===== src/rtl/stl_packet_framer_if.sv =====
// Purpose: byte and packet handshake bundle between the SerialTL framer and its neighbours.
// Signals:
//   in_valid/in_ready/in_data                  request bytes from the UART handler
//   pkt_valid/pkt_ready/pkt_data               assembled request packet to the TL bridge
//   rsp_pkt_valid/rsp_pkt_ready/rsp_pkt_data   response packet from the TL bridge
//   out_valid/out_ready/out_data               response bytes to the UART handler
// Modports: master = environment side, slave = framer side.
interface stl_packet_framer_if #(
  parameter int unsigned PACKET_BYTES = 16
) ();
  logic                        in_valid;
  logic                        in_ready;
  logic [7:0]                  in_data;
  logic                        pkt_valid;
  logic                        pkt_ready;
  logic [8*PACKET_BYTES-1:0]   pkt_data;
  logic                        rsp_pkt_valid;
  logic                        rsp_pkt_ready;
  logic [8*PACKET_BYTES-1:0]   rsp_pkt_data;
  logic                        out_valid;
  logic                        out_ready;
  logic [7:0]                  out_data;

  modport master (
    output in_valid, in_data, pkt_ready, rsp_pkt_valid, rsp_pkt_data, out_ready,
    input  in_ready, pkt_valid, pkt_data, rsp_pkt_ready, out_valid, out_data
  );

  modport slave (
    input  in_valid, in_data, pkt_ready, rsp_pkt_valid, rsp_pkt_data, out_ready,
    output in_ready, pkt_valid, pkt_data, rsp_pkt_ready, out_valid, out_data
  );
endinterface


===== src/rtl/stl_packet_framer.sv =====
// Purpose: byte<->packet framer for the SerialTL path. Collects PACKET_BYTES request
//   bytes into one packet (dropping a stalled partial packet after TIMEOUT_CYCLES idle
//   cycles), buffers RSP_DEPTH response packets and serialises them back as bytes.
// Ports:
//   clk, reset_n       clock, asynchronous active-low reset
//   link (slave)       request byte in, request packet out, response packet in,
//                      response byte out (see stl_packet_framer_if)
//   timeout_drop       one-cycle pulse when a partial request is discarded
//   debug_byte_count   request bytes collected so far
//   debug_state        RX state: 0 IDLE, 1 COLLECT, 2 HOLD
// Optional feature macro: STL_FRAMER_STATS_EN adds STAT_W-bit saturating counters
//   stat_rx_pkts, stat_tx_pkts and stat_drops.
module stl_packet_framer #(
  parameter int unsigned PACKET_BYTES   = 16,
  parameter int unsigned RSP_DEPTH      = 4,
  parameter int unsigned TIMEOUT_CYCLES = 100000
`ifdef STL_FRAMER_STATS_EN
  ,
  parameter int unsigned STAT_W         = 16
`endif
) (
  input  logic                                clk,
  input  logic                                reset_n,
  stl_packet_framer_if.slave                  link,
  output logic                                timeout_drop,
  output logic [$clog2(PACKET_BYTES+1)-1:0]   debug_byte_count,
  output logic [1:0]                          debug_state
`ifdef STL_FRAMER_STATS_EN
  ,
  output logic [STAT_W-1:0]                   stat_rx_pkts,
  output logic [STAT_W-1:0]                   stat_tx_pkts,
  output logic [STAT_W-1:0]                   stat_drops
`endif
);

  localparam int unsigned PKT_W  = 8 * PACKET_BYTES;
  localparam int unsigned CNT_W  = $clog2(PACKET_BYTES + 1);
  localparam int unsigned IDX_W  = $clog2(PACKET_BYTES);
  localparam int unsigned PTR_W  = $clog2(RSP_DEPTH);
  localparam int unsigned OCC_W  = PTR_W + 1;
  localparam int unsigned TO_W   = (TIMEOUT_CYCLES > 1) ? $clog2(TIMEOUT_CYCLES) : 1;
  localparam int unsigned TO_LIM = (TIMEOUT_CYCLES == 0) ? 0 : TIMEOUT_CYCLES - 1;

  typedef enum logic [1:0] {
    RX_IDLE    = 2'd0,
    RX_COLLECT = 2'd1,
    RX_HOLD    = 2'd2
  } rx_state_t;

  // ---------------------------------------------------------------- RX path
  rx_state_t        state, state_nxt;
  logic [CNT_W-1:0] byte_cnt, cnt_nxt;
  logic [TO_W-1:0]  idle_cnt, idle_nxt;
  logic             drop_c;
  logic [PKT_W-1:0] pkt_buf;
  logic             in_acc;
  logic             pkt_hs;

  assign in_acc = link.in_valid && link.in_ready;
  assign pkt_hs = link.pkt_valid && link.pkt_ready;

  // RX next-state: collect bytes, hold the packet, drop on inter-byte timeout
  always_comb begin
    state_nxt = state;
    cnt_nxt   = byte_cnt;
    idle_nxt  = idle_cnt;
    drop_c    = 1'b0;
    case (state)
      RX_IDLE: begin
        if (in_acc) begin
          state_nxt = RX_COLLECT;
          cnt_nxt   = CNT_W'(1);
          idle_nxt  = '0;
        end
      end
      RX_COLLECT: begin
        if (in_acc) begin
          idle_nxt = '0;
          if (byte_cnt == CNT_W'(PACKET_BYTES - 1)) begin
            state_nxt = RX_HOLD;
            cnt_nxt   = CNT_W'(PACKET_BYTES);
          end else begin
            cnt_nxt = byte_cnt + CNT_W'(1);
          end
        end else if (TIMEOUT_CYCLES != 0) begin
          // An accepted byte takes priority, so the drop only fires on an idle cycle
          if (idle_cnt == TO_W'(TO_LIM)) begin
            state_nxt = RX_IDLE;
            cnt_nxt   = '0;
            idle_nxt  = '0;
            drop_c    = 1'b1;
          end else begin
            idle_nxt = idle_cnt + TO_W'(1);
          end
        end
      end
      RX_HOLD: begin
        if (pkt_hs) begin
          state_nxt = RX_IDLE;
          cnt_nxt   = '0;
        end
      end
      default: begin
        state_nxt = RX_IDLE;
        cnt_nxt   = '0;
        idle_nxt  = '0;
      end
    endcase
  end

  // RX state register; handshake outputs are registered copies of the next state
  always_ff @(posedge clk or negedge reset_n) begin
    if (!reset_n) begin
      state          <= RX_IDLE;
      byte_cnt       <= '0;
      idle_cnt       <= '0;
      link.in_ready  <= 1'b0;
      link.pkt_valid <= 1'b0;
      timeout_drop   <= 1'b0;
    end else begin
      state          <= state_nxt;
      byte_cnt       <= cnt_nxt;
      idle_cnt       <= idle_nxt;
      link.in_ready  <= (state_nxt != RX_HOLD);
      link.pkt_valid <= (state_nxt == RX_HOLD);
      timeout_drop   <= drop_c;
    end
  end

  // Shift bytes in from the top; after PACKET_BYTES accepts byte 0 sits at [7:0]
  always_ff @(posedge clk or negedge reset_n) begin
    if (!reset_n) begin
      pkt_buf <= '0;
    end else if (in_acc) begin
      pkt_buf <= {link.in_data, pkt_buf[PKT_W-1:8]};
    end
  end

  assign link.pkt_data    = pkt_buf;
  assign debug_byte_count = byte_cnt;
  assign debug_state      = state;

  // ---------------------------------------------------------------- response FIFO
  logic [PKT_W-1:0] mem [RSP_DEPTH];
  logic [PTR_W-1:0] wr_ptr, rd_ptr;
  logic [OCC_W-1:0] occ, occ_nxt;
  logic             push, pop;
  logic [PKT_W-1:0] tx_buf;
  logic [IDX_W-1:0] tx_idx;
  logic             tx_last;

  assign push    = link.rsp_pkt_valid && link.rsp_pkt_ready;
  assign pop     = !link.out_valid && (occ != '0);
  assign tx_last = link.out_valid && link.out_ready && (tx_idx == IDX_W'(PACKET_BYTES - 1));

  // Occupancy after this cycle's push/pop
  always_comb begin
    occ_nxt = occ;
    case ({push, pop})
      2'b10:   occ_nxt = occ + OCC_W'(1);
      2'b01:   occ_nxt = occ - OCC_W'(1);
      default: occ_nxt = occ;
    endcase
  end

  // Pointers wrap naturally because RSP_DEPTH is a power of two
  always_ff @(posedge clk or negedge reset_n) begin
    if (!reset_n) begin
      wr_ptr             <= '0;
      rd_ptr             <= '0;
      occ                <= '0;
      link.rsp_pkt_ready <= 1'b0;
    end else begin
      if (push) wr_ptr <= wr_ptr + PTR_W'(1);
      if (pop)  rd_ptr <= rd_ptr + PTR_W'(1);
      occ                <= occ_nxt;
      link.rsp_pkt_ready <= (occ_nxt != OCC_W'(RSP_DEPTH));
    end
  end

  // Storage array, no reset needed
  always_ff @(posedge clk) begin
    if (push) mem[wr_ptr] <= link.rsp_pkt_data;
  end

  // ---------------------------------------------------------------- TX serializer
  // out_valid doubles as the busy flag; loading only when idle gives one bubble
  always_ff @(posedge clk or negedge reset_n) begin
    if (!reset_n) begin
      tx_buf         <= '0;
      tx_idx         <= '0;
      link.out_valid <= 1'b0;
    end else if (pop) begin
      tx_buf         <= mem[rd_ptr];
      tx_idx         <= '0;
      link.out_valid <= 1'b1;
    end else if (link.out_valid && link.out_ready) begin
      if (tx_last) begin
        link.out_valid <= 1'b0;
      end else begin
        tx_idx <= tx_idx + IDX_W'(1);
        tx_buf <= {8'h00, tx_buf[PKT_W-1:8]};
      end
    end
  end

  assign link.out_data = tx_buf[7:0];

`ifdef STL_FRAMER_STATS_EN
  // ---------------------------------------------------------------- statistics
  always_ff @(posedge clk or negedge reset_n) begin
    if (!reset_n) begin
      stat_rx_pkts <= '0;
      stat_tx_pkts <= '0;
      stat_drops   <= '0;
    end else begin
      if (pkt_hs && (stat_rx_pkts != '1)) stat_rx_pkts <= stat_rx_pkts + STAT_W'(1);
      if (tx_last && (stat_tx_pkts != '1)) stat_tx_pkts <= stat_tx_pkts + STAT_W'(1);
      if (drop_c && (stat_drops != '1)) stat_drops <= stat_drops + STAT_W'(1);
    end
  end
`endif

endmodule


===== src/flat_wrapper.sv =====
// flat-port wrapper written by rule: the top's interface ports become plain ports
module stl_packet_framer_flat 
#(
  parameter int unsigned PACKET_BYTES   = 16,
  parameter int unsigned RSP_DEPTH      = 4,
  parameter int unsigned TIMEOUT_CYCLES = 100000

)
  (clk, reset_n, timeout_drop, debug_byte_count, debug_state, link_in_valid, link_in_data, link_pkt_ready, link_rsp_pkt_valid, link_rsp_pkt_data, link_out_ready, link_in_ready, link_pkt_valid, link_pkt_data, link_rsp_pkt_ready, link_out_valid, link_out_data);
  stl_packet_framer_if #(.PACKET_BYTES(PACKET_BYTES)) link_i ();
  input  logic clk;
  input  logic reset_n;
  output logic timeout_drop;
  output logic [$clog2(PACKET_BYTES+1)-1:0] debug_byte_count;
  output logic [1:0] debug_state;
  input wire logic [$bits(link_i.in_valid)-1:0] link_in_valid;
  input wire logic [$bits(link_i.in_data)-1:0] link_in_data;
  input wire logic [$bits(link_i.pkt_ready)-1:0] link_pkt_ready;
  input wire logic [$bits(link_i.rsp_pkt_valid)-1:0] link_rsp_pkt_valid;
  input wire logic [$bits(link_i.rsp_pkt_data)-1:0] link_rsp_pkt_data;
  input wire logic [$bits(link_i.out_ready)-1:0] link_out_ready;
  output wire logic [$bits(link_i.in_ready)-1:0] link_in_ready;
  output wire logic [$bits(link_i.pkt_valid)-1:0] link_pkt_valid;
  output wire logic [$bits(link_i.pkt_data)-1:0] link_pkt_data;
  output wire logic [$bits(link_i.rsp_pkt_ready)-1:0] link_rsp_pkt_ready;
  output wire logic [$bits(link_i.out_valid)-1:0] link_out_valid;
  output wire logic [$bits(link_i.out_data)-1:0] link_out_data;
  assign link_i.in_valid = link_in_valid;
  assign link_i.in_data = link_in_data;
  assign link_i.pkt_ready = link_pkt_ready;
  assign link_i.rsp_pkt_valid = link_rsp_pkt_valid;
  assign link_i.rsp_pkt_data = link_rsp_pkt_data;
  assign link_i.out_ready = link_out_ready;
  assign link_in_ready = link_i.in_ready;
  assign link_pkt_valid = link_i.pkt_valid;
  assign link_pkt_data = link_i.pkt_data;
  assign link_rsp_pkt_ready = link_i.rsp_pkt_ready;
  assign link_out_valid = link_i.out_valid;
  assign link_out_data = link_i.out_data;
  stl_packet_framer #(.PACKET_BYTES(PACKET_BYTES), .RSP_DEPTH(RSP_DEPTH), .TIMEOUT_CYCLES(TIMEOUT_CYCLES)) u_core (.clk(clk), .reset_n(reset_n), .link(link_i), .timeout_drop(timeout_drop), .debug_byte_count(debug_byte_count), .debug_state(debug_state));
endmodule

===== config.mk =====
export PLATFORM = sky130hd
export DESIGN_NAME = stl_packet_framer_flat
export DESIGN_NICKNAME = d
export VERILOG_FILES = /design/src/rtl/stl_packet_framer_if.sv /design/src/rtl/stl_packet_framer.sv /design/src/flat_wrapper.sv
export SDC_FILE = /design/constraint.sdc
export NUM_CORES = 1
export LEC_CHECK = 0
export CAP_MARGIN = 10
export CORE_AREA = 2 2 268 270
export CTS_BUF_LIST = sky130_fd_sc_hd__clkbuf_4 sky130_fd_sc_hd__clkbuf_8
export DETAILED_ROUTE_END_ITERATION = 10
export DIE_AREA = 0 0 270 272
export SETUP_SLACK_MARGIN = 0.02
export SLEW_MARGIN = 20
export SYNTH_ARGS = -nofsm -noshare
export SYNTH_HDL_FRONTEND = slang
export SYNTH_SLANG_ARGS = --single-unit

===== constraint.sdc =====
create_clock -name clk -period 4.5 [get_ports clk]
set_input_delay 0.9 -clock clk [delete_from_list [all_inputs] [get_ports clk]]
set_output_delay 0.9 -clock clk [all_outputs]
set_load 0.01 [all_outputs]

==> flow_summary.json <==
{
  "setup_viol_count_final": 0,
  "syn-num-nets": 1836,
  "ant_nets": 0,
  "critical-path-max-stage-delay_ns": 0.64,
  "power.leakage_nw": 13.9,
  "slew_violations": 0,
  "synthSimpleGateAreaFrac_pct": 3.34,
  "cp-start-kind": "register",
  "hold_path.class": "input pin to async pin",
  "cts_tree": "done",
  "synth_cell_types": 51,
  "grt_setup_unrepaired": "no",
  "ctsResizeCount": 0,
  "synth_area_leader_cell": "edfxtp_1",
  "dieArea_um2": 73400,
  "fin_skew_ns": 0.0310,
  "layout_common_cells": "edfxtp_1 (512), dfrtp_1 (294), clkdlybuf4s50_1 (288)",
  "netlist_area_um2": 30900,
  "place.gp.congestion": 0.769,
  "slowest_stage": "clkdlybuf4s50_1",
  "antenna_found_initial": 11,
  "final_common_cell": "edfxtp_1",
  "cp_max_fo": 6,
  "grt-busiest-layer": "met2",
  "grtUsageMet3_pct": 4.98,
  "status": "finished clean",
  "path_buf_inv": 1,
  "max_freq_mhz": 367,
  "cp_cell_sequence": "clkdlybuf4s50_1",
  "wire_per_inst_um": 21.1,
  "post-route-period-util_pct": 60.6,
  "ios": 290,
  "syn_inst": 1684,
  "yosysSeqAreaShare_pct": 73.8,
  "grt_start_max_net_pins": 208,
  "clock_sinks": 808,
  "final_hold_viol_count": 0,
  "nFillCells": 5725,
  "synth-xor-area-share_pct": 0.568,
  "yosys.area_share.adder_pct": 0.430,
  "clock_path_buffers": 3,
  "vias_per_cell": 5.18,
  "ir_drop_mv": 0.287,
  "fp-row-count": 98,
  "tightest_slew_ns": 1.11,
  "initial_core_util_pct": 43.6,
  "grt_pass1_vias": 17400,
  "arrival_ns": 1.83,
  "power.density_nw_per_um2": 603,
  "yosysWarnings": 0,
  "relSlewSlack_pct": 26.3,
  "die_w_um": 270,
  "nets": 2194,
  "met1_usage_pct": 23.5,
  "io_buffers": 289,
  "clock-root-buffer": "clkbuf_8",
  "clkLatencyLatePin_ns": 0.76,
  "syn_area_per_cell_um2": 18.3,
  "overflow": 0,
  "dr.pass1.iters": 5,
  "critPathKind": "register to output pin",
  "htreeDepth": 4,
  "path_clk_slew_ns": 0.06,
  "areaGrowthSynthToFinish_pct": 22.3,
  "grt_use_met2_pct": 29.9,
  "cp-end-kind": "output pin",
  "grtUsageTotal_pct": 18.2,
  "critPathTopFamily": "buffers and inverters",
  "tns_ns": 0,
  "drt_iter0_drc": 832,
  "synth-compound-area-share_pct": 2.93,
  "hpwl_um": 38900,
  "dp_cells": 2853,
  "post_cts_buffers": 0,
  "synth_top_family_by_area": "multiplexers",
  "synthMuxAreaShare_pct": 17.3,
  "drive_gt1_share_pct": 25.2,
  "layout_min_cycle_time_ns": 2.73,
  "grt_pass1_wl_um": 101000,
  "synth_top_area_share_pct": 49.8,
  "ys_top_cells_by_area": "edfxtp_1 (50%), dfrtp_1 (24%), mux4_2 (9.3%)",
  "core-area_um2": 70800,
  "cts_hold_buf": 0,
  "synth.ff_latch_count": 808,
  "drv_cap": 0,
  "cts_buffers": 136,
  "fin_cells": 3108,
  "cp_data_required_time_ns": 3.60,
  "die_h_um": 272,
  "drc_errors": 0,
  "route.vias.total": 16100,
  "wl_um": 65700
}
synth_stat cells, drive strengths merged:
master   count
or2          1
o22ai        1
a22oi       25
buf         56
or4          1
nand3       13
ha           9
edfxtp     512
nand4        1
clkbuf      39
mux2i       97
or3b         1
xnor2       13
xor2         7
dfrtp      296
nor3b        1
nand2      162
and3         7
o22a         1
or4bb        1
a21oi        7
nand3b       1
nor2        23
a32o         2
mux2       131
nand2b       2
inv         12
fa           1
and3b        1
mux4       128
a22o        12
and4         2
nor3         6
nor4         5
a21o         4
nor2b        1
or3          3
o21ai       98
o2bb2ai      1
area by class of cell:
| cell class | count | area [µm²] | share of cell area [%] |
|---|---|---|---|
| antenna | 5 | 12.5 | 0.0331 |
| clock buffer | 216 | 2600 | 6.88 |
| clock inverter | 33 | 201 | 0.534 |
| inverter | 12 | 50.0 | 0.133 |
| multi-input combinational | 769 | 7610 | 20.2 |
| sequential | 808 | 22800 | 60.4 |
| tap | 950 | 1190 | 3.15 |
| timing repair buffer | 315 | 3290 | 8.72 |
logic make-up (layout without fill, tap and decap cells):
kind of cell	count (synthesis)	in the layout
AO/OA/AOI/OAI	151	151
buffers and inverters	107	576
AND/OR/NAND/NOR	232	232
other	0	5
flip-flops	808	808
multiplexers	356	356
adder cells (fa/ha/maj)	10	10
XOR/XNOR	20	20
per-stage QoR:
stage                     total power, mW  hold WS [ns]  worst slack, ns  util (%)  instance area [µm²]
after global placement               16.4         0.463             1.30      49.4                34900
final                                22.8         0.209             1.77      53.4                37700
after detailed placement             16.5         0.459             1.33      49.4                34900
after global routing                 24.0         0.210             1.64      53.3                37700
after CTS                            23.1         0.166             1.66      53.3                37700
after floorplan                      14.0         0.438           0.0974         -                30900
registers in the layout (all words and copies together), names as in the netlist:
signal / cells
u_core.tx_buf: 128
u_core.debug_byte_count: 5
u_core.link.pkt_data: 128
u_core.rd_ptr: 2
u_core.idle_cnt: 17
u_core.timeout_drop: 1
u_core.debug_state: 2
u_core.tx_idx: 4
u_core.occ: 3
u_core.wr_ptr: 2
u_core.link.out_valid: 1
u_core.link.in_ready: 1
u_core.mem: 512
u_core.link.pkt_valid: 1
u_core.link.rsp_pkt_ready: 1
power breakdown:
part | total, mW | internal, mW | switching [mW] | leakage (nW)
registers | 10.9 | 9.80 | 1.09 | 8.46
logic | 5.33 | 2.88 | 2.45 | 3.91
clock network | 6.54 | 3.72 | 2.82 | 1.50
total | 22.8 | 16.4 | 6.36 | 13.9
path summary, 6_finish.rpt:
kind / start / endpoint / slack [ns] / depth (start not counted)
setup / recovery: u_core.link.rsp_pkt_ready$_DFF_PN0_ / link_rsp_pkt_ready / 1.77 / 1
hold / removal: reset_n / u_core.link.pkt_data[6]$_DFFE_PN0P_ / 0.21 / 1
setup reg to reg: u_core.tx_idx[0]$_DFFE_PN0P_ / u_core.tx_buf[79]$_DFFE_PN0P_ / 2.03 / 6
hold reg to reg: u_core.tx_buf[126]$_DFFE_PN0P_ / u_core.tx_buf[118]$_DFFE_PN0P_ / 0.47 / 2
max in group asynchronous: reset_n / u_core.link.pkt_data[65]$_DFFE_PN0P_ / 3.24 / 2
min in group clk: u_core.tx_buf[126]$_DFFE_PN0P_ / u_core.tx_buf[118]$_DFFE_PN0P_ / 0.47 / 2
per-layer routing:
| metal | share of wire [%] | vias up |
|---|---|---|
| li1 | - | 7241 |
| met1 | 43 | 8337 |
| met2 | 49 | 410 |
| met3 | 6.0 | 100 |
| met4 | 1.7 | 14 |
| met5 | 0.14 | - |
Note: power is estimated with default switching activity, not from simulation.
